===== config.mk =====
export PLATFORM = sky130hd
export DESIGN_NAME = fir_mac_engine
export DESIGN_NICKNAME = d
export VERILOG_FILES = /design/src/rtl/fir_pkg.sv /design/src/rtl/fir_sample_buf.sv /design/src/rtl/fir_mac_engine.sv
export SDC_FILE = /design/constraint.sdc
export NUM_CORES = 2
export LEC_CHECK = 0
export BUFFER_PORTS_ARGS = -buffer_cell sky130_fd_sc_hd__buf_2
export CAP_MARGIN = 0
export CORE_ASPECT_RATIO = 0.75
export CORE_MARGIN = 3
export CORE_UTILIZATION = 45
export CTS_CLUSTER_SIZE = 24
export DETAILED_ROUTE_END_ITERATION = 8
export PLACE_DENSITY = 0.66
export SKIP_LAST_GASP = 1
export SYNTH_ARGS = -nofsm -noshare
export SYNTH_HDL_FRONTEND = slang
export SYNTH_HIERARCHICAL = 1
export SYNTH_SLANG_ARGS = --single-unit

===== constraint.sdc =====
create_clock -name clk -period 22.3 [get_ports clk]
set_input_delay 4.46 -clock clk [delete_from_list [all_inputs] [get_ports clk]]
set_output_delay 4.46 -clock clk [all_outputs]
set_load 0.1 [all_outputs]

===== src/rtl/fir_pkg.sv =====
// fir_pkg: shared constants, FSM state type and output saturation for the serial FIR engine.
package fir_pkg;
    localparam int ORDER      = 39;
    localparam int ORDER_MSB  = 5;
    localparam int FILTER_MSB = 15;
    localparam int ACC_W      = 38;
    localparam int Q_SHIFT    = 15;

    localparam logic signed [ACC_W-1:0] RND    = ACC_W'(2 ** (Q_SHIFT - 1));
    localparam logic signed [ACC_W-1:0] SAT_HI = ACC_W'((2 ** FILTER_MSB) - 1);
    localparam logic signed [ACC_W-1:0] SAT_LO = ACC_W'(-(2 ** FILTER_MSB));

    typedef enum logic [1:0] {IDLE, RUN, DRAIN, DONE} fir_state_t;

    // Round half-up out of Q1.15, then clamp to the sample range.
    function automatic logic signed [FILTER_MSB:0] saturate(input logic signed [ACC_W-1:0] acc);
        logic signed [ACC_W-1:0] r;
        r = (acc + RND) >>> Q_SHIFT;
        return (r > SAT_HI) ? SAT_HI[FILTER_MSB:0] : (r < SAT_LO) ? SAT_LO[FILTER_MSB:0] : r[FILTER_MSB:0];
    endfunction
endpackage


===== src/rtl/fir_sample_buf.sv =====
// fir_sample_buf: circular delay line of the last Order+1 samples with a tap-indexed registered read.
module fir_sample_buf
    import fir_pkg::*;
#(
    parameter int Order_MSB  = ORDER_MSB,
    parameter int Filter_MSB = FILTER_MSB,
    parameter int Order      = ORDER
) (
    input  logic                       clk,
    input  logic                       reset_n,
    input  logic                       we,
    input  logic signed [Filter_MSB:0] din,
    input  logic                       rd_en,
    input  logic        [Order_MSB:0]  tap,
    output logic signed [Filter_MSB:0] dout
);
    localparam logic [Order_MSB:0] LAST  = (Order_MSB + 1)'(Order);
    localparam logic [Order_MSB:0] DEPTH = (Order_MSB + 1)'(Order + 1);

    logic signed [Filter_MSB:0] mem [Order + 1];
    logic [Order_MSB:0] wr_ptr, newest, ridx;

    // Tap 0 is the most recent write; older taps wrap back past slot 0.
    always_comb begin
        newest = (wr_ptr == '0) ? LAST : wr_ptr - 1'b1;
        ridx   = newest - tap + ((newest < tap) ? DEPTH : '0);
    end

    always_ff @(posedge clk or negedge reset_n) begin
        if (!reset_n) begin
            for (int i = 0; i <= Order; i++) mem[i] <= '0;
            wr_ptr <= '0;
            dout   <= '0;
        end else begin
            if (we) begin
                mem[wr_ptr] <= din;
                wr_ptr      <= (wr_ptr == LAST) ? '0 : wr_ptr + 1'b1;
            end
            if (rd_en) dout <= mem[ridx];
        end
    end
endmodule


===== src/rtl/fir_mac_engine.sv =====
// fir_mac_engine: time-multiplexed FIR, one MAC per cycle against an external ROM with
// one-cycle registered read latency; emits one rounded, saturated result per accepted sample.
module fir_mac_engine
    import fir_pkg::*;
#(
    parameter int Order_MSB  = ORDER_MSB,
    parameter int Filter_MSB = FILTER_MSB,
    parameter int Order      = ORDER
) (
    input  logic                       clk,
    input  logic                       reset_n,
    input  logic signed [Filter_MSB:0] sample_in,
    input  logic                       sample_valid,
    output logic                       ready,
    output logic        [Order_MSB:0]  coef_addr,
    input  logic signed [Filter_MSB:0] coef_bits,
    output logic signed [Filter_MSB:0] filt_out,
    output logic                       filt_valid,
    output logic                       overrun
);
    localparam logic [Order_MSB:0] LAST = (Order_MSB + 1)'(Order);

    fir_state_t state, nxt;
    logic [Order_MSB:0] k;
    logic signed [Filter_MSB:0] sample_reg;
    logic signed [2*Filter_MSB+1:0] prod;
    logic signed [ACC_W-1:0] acc;
    logic mac;

    fir_sample_buf #(
        .Order_MSB (Order_MSB),
        .Filter_MSB(Filter_MSB),
        .Order     (Order)
    ) u_buf (
        .clk    (clk),
        .reset_n(reset_n),
        .we     (ready && sample_valid),
        .din    (sample_in),
        .rd_en  (state == RUN),
        .tap    (k),
        .dout   (sample_reg)
    );

    always_comb begin
        nxt = state;
        nxt = (state == IDLE)  ? (sample_valid ? RUN : IDLE) :
              (state == RUN)   ? ((k == LAST) ? DRAIN : RUN) :
              (state == DRAIN) ? DONE : IDLE;
    end

    assign ready     = state == IDLE;
    assign coef_addr = (state == RUN) ? k : '0;
    assign prod      = coef_bits * sample_reg;
    // ROM data and sample_reg for tap k both land one edge after k is issued.
    assign mac       = ((state == RUN) && (k != '0)) || (state == DRAIN);

    always_ff @(posedge clk or negedge reset_n) begin
        if (!reset_n) begin
            state      <= IDLE;
            k          <= '0;
            acc        <= '0;
            filt_out   <= '0;
            filt_valid <= 1'b0;
            overrun    <= 1'b0;
        end else begin
            state      <= nxt;
            k          <= (state == RUN) ? k + 1'b1 : '0;
            acc        <= (state == IDLE) ? '0 : mac ? acc + ACC_W'(prod) : acc;
            filt_valid <= state == DONE;
            overrun    <= sample_valid && (state != IDLE);
            if (state == DONE) filt_out <= saturate(acc);
        end
    end
endmodule

# Word level (Yosys, flattened, before mapping)
# Cells that the tools add are included.
# W data, S select, Z words.
[totals]
register_bits = 726
input_bits = 35
out_inout_bits = 25
elab_cells = 99
[classes]
addsub = 7
multipliers = 1
magnitude_cmp = 6
eq_ne = 5
muxes = 20
n_bitwise = 2
n_reduce_logical = 10
[op_table]
columns = ["cell", "count"]
rows = [
  ["$bwmux W640", 1],
  ["$bmux W16 S6", 1],
  ["$demux W16 S6", 1],
  ["$mux W16", 5],
  ["$mux W38", 2],
  ["$add A38 B16 Y38 const B", 1],
  ["$add A38 B38 Y38", 1],
  ["$mul A16 B16 Y32", 1],
  ["$mux W6", 5],
  ["$gt A23 B16 Y1 const B", 1],
  ["$lt A23 B16 Y1 const B", 1],
  ["$ge A7 B7 Y1 const B", 2],
  ["$not A6 Y7", 2],
  ["$add A6 B1 Y6 const B", 2],
  ["$eq A6 B6 Y1 const B", 2],
  ["$mux W2", 4],
  ["$lt A7 B1 Y1 const B", 1],
  ["$add A6 B6 Y6", 1],
  ["$logic_not A6 Y1", 1],
  ["$lt A6 B6 Y1", 1],
  ["$reduce_bool A6 Y1", 1],
  ["$sub A6 B1 Y6 const B", 1],
  ["$sub A6 B6 Y6", 1],
  ["$eq A2 B2 Y1 const B", 2],
  ["6 further kinds", 10],
]

# Logic depth before layout (Yosys ltp)
[depth]
word_depth = 9
depth_mapped = 36
mapped_depth_nobuf = 35

# Hierarchy
# The synthesis kept the hierarchy.
[by_module_without_submodules]
columns = ["module", "n_inst", "cells_each", "area_each_um2", "seq_area_each_um2"]
rows = [
  ["fir_sample_buf", 1, 1952, 30630.6, 16565.9],
  ["fir_mac_engine", 1, 1660, 14864.3, 1601.5],
]

# Worst setup path after synthesis
# Ideal clock, no wire load.
[synth_timing]
kind = "input-to-reg"
start = "input port coef_bits[15]"
end = "register acc[37]"
setup_ns = 0.121
arrival_ns = 11.790
t_required_ns = 22.179
setup_slack_ns = 10.389
path_stages = 35
n_path_buf = 1
path_cell_list = "clkbuf_1 > nand2_1 > inv_1 > fa_1 > inv_1 > fa_1 > inv_1 > fa_1 > fa_1 > fa_1 > inv_1 > fa_1 > inv_1 > ha_1 > a21oi_1 > nand2_1 > a21oi_1 > a21oi_1 > a21boi_2 > o21ai_1 > a211oi_1 > o21ai_1 > a21oi_1 > xnor2_1 > ha_1 > nor2_1 > o21ai_0 > or3_1 > o32ai_1 > or3_1 > nor3_1 > o221ai_1 > xnor2_1 > o21bai_1 > a22o_1"
[synth_via]
elab_chain_cells = 4
[synth_lines]
columns = ["item", "line", "source"]
rows = [
  ["start: declaration", "fir_mac_engine.sv:16", "input logic signed [Filter_MSB:0] coef_bits,"],
  ["$mul A16 B16 Y32", "fir_mac_engine.sv:53", "assign prod = coef_bits * sample_reg;"],
  ["$add A38 B38 Y38", "fir_mac_engine.sv:68", "acc <= (state == IDLE) ? '0 : mac ? acc + ACC_W'(prod) : acc;"],
  ["$mux W38 (2 in series)", "fir_mac_engine.sv:68", ""],
  ["end signal: assignment", "fir_mac_engine.sv:68", ""],
  ["end: declaration", "fir_mac_engine.sv:27", "logic signed [ACC_W-1:0] acc;"],
]
# No other way between the ends. The select of a mux whose other input is x is not followed.
# A chain may end at the register's enable or synchronous reset.

# Final worst setup path
# Same ends and word-level chain as after synthesis.

==> impl_metrics.csv <==
group,metric,value,unit
worst_setup_path,path_class,"in2reg",
worst_setup_path,cpPeakStageDelay,0.54,ns
cts,clkTransAtPathRegs,0.06,ns
floorplan,ios,60,
place,gp_congestion,0.861,
worst_setup_path,required,22.83,ns
logic_synthesis,synth_top_family_by_area,"multiplexers",
place,place_area,0.0468,mm²
timing,worst_pin_slew,1.27,ns
floorplan,die_height,281,µm
timing,setup_viol,0,
global_route,track_usage,0.212,
logic_synthesis,syn-cell-area,0.0455,mm²
finish,layout-drive-gt1-share,0.274,
drt,drc,0,
logic_synthesis,synth-xor-area-share,0.0175,
drt,wirelength,109000,µm
cts,cts_root_buffer,"clkbuf_16",
timing,min_period_over_period,0.545,
floorplan,coreArea,0.0997,mm²
cts,cts-resized-gates,0,
timing,whs,0.482,ns
pwr,power-per-cell-area,148,mW/mm²
run_status,status,"finished, final reports clean",
finish,finish.instance_area,0.0492,mm²
logic_synthesis,yosysTopAreaCell,"dfrtp_1",
worst_setup_path,cp-start-kind,"input port",
logic_synthesis,synthDistinctLibCells,97,
job,maxCapViolations,0,
logic_synthesis,post_synth_most_frequent_cells,"dfrtp_1, mux2_2, inv_1, fa_1, nand2_1",
logic_synthesis,synth_fa_ha_area_frac,0.155,
place,dp_cells,4805,
drt,dr_total_vias,27693,
timing,fin_skew,0.0484,ns
logic_synthesis,synth_top_area_frac,0.399,
global_route,antenna_found_initial,0,
cts,cts_buffers,74,
timing,fin_setup_tns,0,ns
logic_synthesis,yosysMostFrequentCell,"dfrtp_1",
drt,ant_nets,0,
logic_synthesis,netlist_instances,3612,
logic_synthesis,synth_compound_area_frac,0.0541,
place,dp_hpwl,71800,µm
floorplan,dieArea,0.105,mm²
floorplan,core.rowCount,100,
floorplan,fp.dieW,373,µm
worst_setup_path,critPathCaptureType,"register",
pwr,p_leak,24.2,nW
worst_setup_path,slowest_stage,"fa_1",
logic_synthesis,synth_area_leaders,"dfrtp_1, mux2_2, fa_1",
timing,final_max_slew_viol_count,0,
pwr,finalPower,7.27,mW
cts,post_cts_buffers,0,
cts,clock_path_buffers,3,
cts,cts_sinks,726,
drt,viasPerCell,5.61,
drt,routedWlPerCell,22.1,µm
logic_synthesis,synth_mux_area_frac,0.256,
logic_synthesis,syn_nets,4050,
cts,ctsHoldBuffers,0,
logic_synthesis,ys_ff_latch,726,
logic_synthesis,ys_warn_count,6,
cts,clkLatencyLatePin,0.67,ns
logic_synthesis,yosysSeqAreaShare,0.399,
timing,hold_viol,0,
finish,final_core_util,0.494,
worst_setup_path,crit_fanout,16,
finish,fin_nets,3993,
global_route,grt_max_degree,167,
logic_synthesis,synthSimpleGateAreaFrac,0.0651,
drt,drt_pass1_iterations,5,
logic_synthesis,synth_area_per_cell,12.6,µm²
cts,cts_tree,"yes",
global_route,first_global_vias,28648,
logic_synthesis,synthFlopType,"dfrtp_1",
logic_synthesis,ys_async_sr_fraction,1.00,
global_route,grt_pass1_wl,172000,µm
timing,setup_slack,10.15,ns
timing,max_freq,0.0823,GHz
cts,cts-htree-levels,3,
hold_path,hold_class,"reg2reg",
pwr,irDropWorstVdd,0.173,mV
place,port_buffers,59,
timing,rsz0062_at_grt,"no",
timing,slew_headroom,0.152,
place,dp_slack,9.45,ns
worst_setup_path,cp.arrival,12.68,ns
finish,area_growth,8.17,%
global_route,overflow,0,
finish,fin_cells,4933,
floorplan,start_util,0.456,
drt,drtIter0Drc,1824,
logic_synthesis,synth_edf_count,0,
timing,fin_crit,12.15,ns
## registers in the layout (all words and copies together) (netlist names), named ones only
register / count
u_buf/wr_ptr: 6
filt_out: 16
filt_valid: 1
u_buf/dout: 16
state: 1
overrun: 1
acc: 38
k: 6
u_buf/mem: 640
## layout by cell type (no fill, tap or decap), drive strengths merged, types with 21 or more instances in the layout
cell    instances
mux2i          61
fa            266
a21oi          75
o211ai         28
clkbuf        105
a21o           21
mux2          662
xor2           27
o21a           21
o21ai          48
buf            90
inv           378
nand3          25
mux4          160
and2          131
nand2         233
dfrtp         726
nor2           97
xnor2          61
ha            137
a22o           27
## where the power goes
group / switching [mW] / leakage (nW) / internal (mW) / total [mW]
registers: 0.0999 / 9.95 / 1.40 / 1.50
clock network: 0.548 / 1.19 / 0.706 / 1.25
logic: 2.65 / 13.1 / 1.86 / 4.51
total: 3.30 / 24.2 / 3.97 / 7.27
## critical path, delay by kind of cell
| kind | cells | cell delay [ns] |
|---|---|---|
| AND/OR/NAND/NOR | 8 | 1.47 |
| buffers and inverters | 7 | 1.27 |
| adder cells (fa/ha/maj) | 8 | 3.79 |
| XOR/XNOR | 1 | 0.20 |
| AO/OA/AOI/OAI | 7 | 1.47 |
## per-layer routing
metal  vias up  global-route usage  routed length [µm]
met2       576               0.343               51100
li1      12337                   -                   -
met3       153              0.0389                5820
met5         -                   0                   0
met1     14627               0.296               49500
met4         0              0.0595                2690
## final timing paths
path	start	endpoint	slack (ns)	cells after the start
setup reg to reg	u_buf/dout[2]	acc[37]	13.33	30
max in group asynchronous	reset_n	u_buf/mem[379]	15.18	4
min in group asynchronous	reset_n	filt_out[10]	3.80	1
hold reg to reg	u_buf/mem[462]	u_buf/mem[462]	0.48	1
setup / recovery	coef_bits[15]	acc[37]	10.15	31
hold / removal	u_buf/mem[462]	u_buf/mem[462]	0.48	1
## cells by family after synthesis
logic type / after synthesis
xor gates and xnor gates: 89
muxes: 883
DFF: 726
AOI/OAI and AO/OA: 327
and+or+nand+nor: 587
buffers and inverters: 597
adders and majority gates: 403
## area by class of cell
class	instances	area, µm²
multi-input cells	2289	25000
flip-flops and latches	726	18200
diodes	1	2.50
clock inverters	22	319
repair buffers	90	551
inverters	374	1400
fillers	8758	50500
clock buffers	105	2120
well taps	1326	1660
Note: power is estimated with default switching activity, not from simulation.
